==> config.mk <==
export PLATFORM = sky130hd
export DESIGN_NAME = ps_ustack
export DESIGN_NICKNAME = d
export VERILOG_FILES = /design/src/rtl/ps_ustack.sv
export SDC_FILE = /design/constraint.sdc
export NUM_CORES = 1
export LEC_CHECK = 0
export ABC_AREA = 1
export CORE_UTILIZATION = 60
export CTS_CLUSTER_SIZE = 20
export DETAILED_ROUTE_END_ITERATION = 12
export PLACE_DENSITY = 0.81
export SYNTH_ARGS = -nofsm -noshare
export SYNTH_HDL_FRONTEND = slang
export SYNTH_SLANG_ARGS = --single-unit
==> constraint.sdc <==
create_clock -name clk -period 4.7 [get_ports clk]
set_input_delay 0.94 -clock clk [delete_from_list [all_inputs] [get_ports clk]]
set_output_delay 0.94 -clock clk [all_outputs]
set_load 0.05 [all_outputs]
==> src/rtl/ps_ustack.sv <==
// LIFO data stack on the ureg bus: push from bus connect, registered pop data,
// full/empty status and sticky overflow/underflow flags for the status register.
module ps_ustack #(
    parameter int WIDTH = 16,
    parameter int DEPTH = 8
) (
    input  logic                     clk,
    input  logic                     reset,
    input  logic                     ps_pshstck,
    input  logic                     ps_popstck,
    input  logic [WIDTH-1:0]         ps_stck_din,
    input  logic                     ps_stck_clr,
    output logic [WIDTH-1:0]         ps_stck_dout,
    output logic                     ps_stck_dout_vld,
    output logic                     ps_stck_empty,
    output logic                     ps_stck_full,
    output logic [$clog2(DEPTH):0]   ps_stck_cnt,
    output logic                     ps_stck_ovf,
    output logic                     ps_stck_unf
);
    localparam int PW = $clog2(DEPTH);
    localparam int CW = PW + 1;

    logic [WIDTH-1:0] mem [DEPTH];
    logic [CW-1:0]    cnt, cnt_nxt;
    logic [PW-1:0]    top_idx, wr_idx;
    logic             wr_en, empty, full, ovf_evt, unf_evt;
    logic [WIDTH-1:0] dout;
    logic             dout_vld, ovf, unf;

    assign empty   = (cnt == '0);
    assign full    = (cnt == CW'(DEPTH));
    // Low pointer bits wrap to DEPTH-1 when full, which is exactly the top entry.
    assign top_idx = cnt[PW-1:0] - PW'(1);

    always_comb begin
        cnt_nxt = cnt;
        wr_en   = 1'b0;
        wr_idx  = cnt[PW-1:0];
        ovf_evt = 1'b0;
        unf_evt = 1'b0;
        if (ps_popstck) begin
            if (empty) begin
                unf_evt = 1'b1;
                if (ps_pshstck) begin
                    wr_en   = 1'b1;
                    wr_idx  = '0;
                    cnt_nxt = CW'(1);
                end
            end else if (ps_pshstck) begin
                // Pop-then-push replaces the top entry; depth is unchanged.
                wr_en  = 1'b1;
                wr_idx = top_idx;
            end else begin
                cnt_nxt = cnt - CW'(1);
            end
        end else if (ps_pshstck) begin
            if (full) begin
                ovf_evt = 1'b1;
            end else begin
                wr_en   = 1'b1;
                cnt_nxt = cnt + CW'(1);
            end
        end
    end

    always_ff @(posedge clk or posedge reset) begin
        if (reset) begin
            cnt      <= '0;
            dout     <= '0;
            dout_vld <= 1'b0;
            ovf      <= 1'b0;
            unf      <= 1'b0;
        end else begin
            cnt      <= cnt_nxt;
            dout_vld <= ps_popstck && !empty;
            if (ps_popstck) begin
                dout <= empty ? '0 : mem[top_idx];
            end
            ovf <= ovf_evt | (ovf & ~ps_stck_clr);
            unf <= unf_evt | (unf & ~ps_stck_clr);
        end
    end

    always_ff @(posedge clk) begin
        if (wr_en) begin
            mem[wr_idx] <= ps_stck_din;
        end
    end

    assign ps_stck_dout     = dout;
    assign ps_stck_dout_vld = dout_vld;
    assign ps_stck_empty    = empty;
    assign ps_stck_full     = full;
    assign ps_stck_cnt      = cnt;
    assign ps_stck_ovf      = ovf;
    assign ps_stck_unf      = unf;
endmodule

==> reports/qor.json <==
{
  "cts_hold_repair.buffers": 0,
  "powerDensity_nw_per_um2": 719,
  "ir_worst_vdd_v": 0.000456,
  "width_of_the_die_um": 104,
  "syn_to_final_growth_pct": 18.7,
  "maxCapViolCount": 0,
  "area_enclosed_by_the_die_boundary_um2": 10900,
  "finalWorstSetupSlack_ns": 1.20,
  "outcome": "finished clean",
  "final_max_slew_viol_count": 0,
  "clk_transition_reported_paths_ns": 0.06,
  "io-pin-count": 46,
  "ctsResizeCount": 0,
  "routed_wire_length_per_instance_um": 17.9,
  "maxSlewHeadroom_pct": 35.5,
  "worstHoldStart": "ps_stck_dout[6]",
  "finalCriticalPeriod_ns": 3.50,
  "dp_slack_ns": 1.37,
  "worstReg2RegEnd": "mem[7][14]",
  "final_min_period_over_clock_period_pct": 74.4,
  "whs_ns": 0.492,
  "detail-route-antenna-nets": 0,
  "cts-root-buf": "clkbuf_8",
  "post_synth.cell_area_avg_um2": 11.6,
  "worst_path_max_delay_cell": "clkdlybuf4s50_1",
  "synth.ff_latch_count": 151,
  "number_of_buffers_inserted_by_port_buffering": 45,
  "yosys-top-cells-area": "edfxtp_1 61%, dfrtp_1 9.2%, o21ai_0 5.7%, nor2_1 5.0%, nand2_1 4.9%",
  "floorplan.core_area_um2": 9950,
  "synthesis.instances": 538,
  "worst-r2r-setup-slack_ns": 2.17,
  "routability_congestion_estimate": 0.866,
  "crit_path_end_kind": "output port",
  "drt_first_iter_violations": 407,
  "layout_commonest_cell": "edfxtp_1",
  "dpl.hpwl_um": 7470,
  "fill_cells": 575,
  "yosysTopAreaCellShare_pct": 61.3,
  "total_power_mw": 5.35,
  "nets": 615,
  "detail_route.wirelength_um": 13200,
  "pin_count_of_the_biggest_net_entering_global_routing": 88,
  "cts_inserted_buffers": 17,
  "critPathArrivalTime_ns": 2.56,
  "via_per_inst": 5.75,
  "worst_r2r_startpoint": "ps_stck_cnt[0]",
  "clk_path_buf_depth": 2,
  "final_setup_violation_count": 0,
  "postSynthNetCount": 563,
  "cellLeakagePower_nw": 2.80,
  "iteration_count_of_the_initial_detailed_routing_pass": 5,
  "hold_path_depth": 2,
  "std_cell_rows": 36,
  "cp_cell_sequence": "inv_1 -> ha_1 -> nand2_1 -> nor2_4 -> clkdlybuf4s50_1",
  "number_of_global_route_vias_before_repair": 4216,
  "drive_above_1_share_pct": 11.1,
  "rr_worst_depth": 6,
  "max_freq_ghz": 0.286,
  "ys.warnings.count": 0,
  "crit_type": "register to output port",
  "die_y_um": 104,
  "grt_pass1_wl_um": 21200,
  "numClockSinks": 151,
  "grt_overflow": 0,
  "worstHoldPathType": "register to register",
  "netlist_area_um2": 6270,
  "layout.cells.most_common_list": "128 x edfxtp_1, 83 x nor2_1, 81 x nand2_1, 71 x o21ai_0, 45 x clkdlybuf4s50_1",
  "critPathLaunch": "ps_stck_cnt[1]",
  "clock_insertion_delay_at_the_later_pin_of_the_skew_report_ns": 0.53,
  "critical_path_peak_fanout": 7,
  "cts.repair_timing.setup_buffer_count": 0,
  "drc_errors": 0,
  "critPathRequiredTime_ns": 3.76,
  "yosysSeqAreaShare_pct": 70.5,
  "antenna_found_initial": 0,
  "post_synth_num_cell_types": 23,
  "rsz0062_at_grt": "false",
  "fin_skew_ns": 0.00732,
  "tritoncts": "built",
  "final-hold-violation-count": 0,
  "globalRouteTotalUtil_pct": 26.1,
  "starting_utilization_of_the_core_area_pct": 62.9,
  "htree_num_levels": 4,
  "critical_path.endpoint": "ps_stck_full",
  "synth.largest_area_cell": "edfxtp_1",
  "via_count": 4231,
  "timing.critical_path.slowest_cell_delay_ns": 0.82,
  "worstMarginPinSlew_ns": 0.966,
  "insertedDiodeCount": 0,
  "fin_setup_tns_ns": 0,
  "cp-start-kind": "register"
}
registers in the layout (all words and copies together), names as in the netlist:
name / flops
mem: 128
ps_stck_dout: 16
ps_stck_cnt: 4
ps_stck_dout_vld: 1
ps_stck_ovf: 1
ps_stck_unf: 1
metal layers:
metal  wire length, µm  track usage (%)  part of all wire [%]  vias to the layer above
li1                  -                -                     -                     1958
met1              5300             33.8                    40                     2024
met2              6490             41.5                    49                      209
met3               879             4.51                   6.7                       40
met4               492             16.0                   3.7                        0
met5                 0                0                     0                        -
report_power, final:
part / internal [mW] / switching, mW / leakage, nW
registers: 1.72 / 0.107 / 1.45
logic: 0.648 / 1.50 / 1.06
clock network: 0.859 / 0.510 / 0.289
cell families (layout without fill, tap and decap cells):
group / Yosys count / in the layout / synth area share (%)
AOI/OAI and AO/OA: 107 / 107 / 8.89
adders and majority gates: 4 / 4 / 0.799
buffers and inverters: 61 / 126 / 4.65
DFF: 151 / 151 / 70.5
and+or+nand+nor: 215 / 215 / 15.1
critical path, delay by kind of cell (launching register included):
family	cells	cell delay (ns)
buffers and inverters	2	0.93
DFF	1	0.46
adders and majority gates	1	0.33
and+or+nand+nor	2	0.30
how the worst min path moves through the flow:
stage                             endpoint
after floorplan           ps_stck_dout[11]
after global placement     ps_stck_dout[6]
after detailed placement   ps_stck_dout[6]
after CTS                  ps_stck_dout[6]
after global routing       ps_stck_dout[6]
final                      ps_stck_dout[6]
cell usage after synthesis:
master / number
nor2_1: 83
nand4_1: 2
buf_4: 6
dfrtp_1: 23
o22ai_1: 2
nor2_4: 5
nand2_4: 4
nand2_2: 3
ha_1: 4
a21oi_4: 1
a21oi_2: 2
inv_1: 30
buf_6: 4
clkbuf_1: 9
nand3_1: 34
nand3_2: 3
buf_2: 8
inv_2: 4
nand2_1: 81
a21oi_1: 19
o21ai_1: 12
o21ai_0: 71
edfxtp_1: 128
through the flow:
| step | cell area, µm² | std cells | utilization, % |
|---|---|---|---|
| final | 7430 | 736 | 74.7 |
| after global routing | 7430 | 736 | 74.7 |
| after CTS | 7430 | 736 | 74.7 |
| after detailed placement | 6830 | 704 | 68.6 |
| after global placement | 6830 | 704 | 68.6 |
| after floorplan | 6270 | 538 | - |
area by class of cell:
| class | instances | area (µm²) | area share (%) |
|---|---|---|---|
| clock buffer | 19 | 422 | 5.67 |
| clock inverter | 13 | 180 | 2.42 |
| multi-input combinational | 326 | 1560 | 20.9 |
| timing repair buffer | 60 | 563 | 7.57 |
| inverter | 34 | 128 | 1.72 |
| tap | 133 | 166 | 2.24 |
| sequential | 151 | 4420 | 59.5 |
Power figures use the tool's default switching activity.
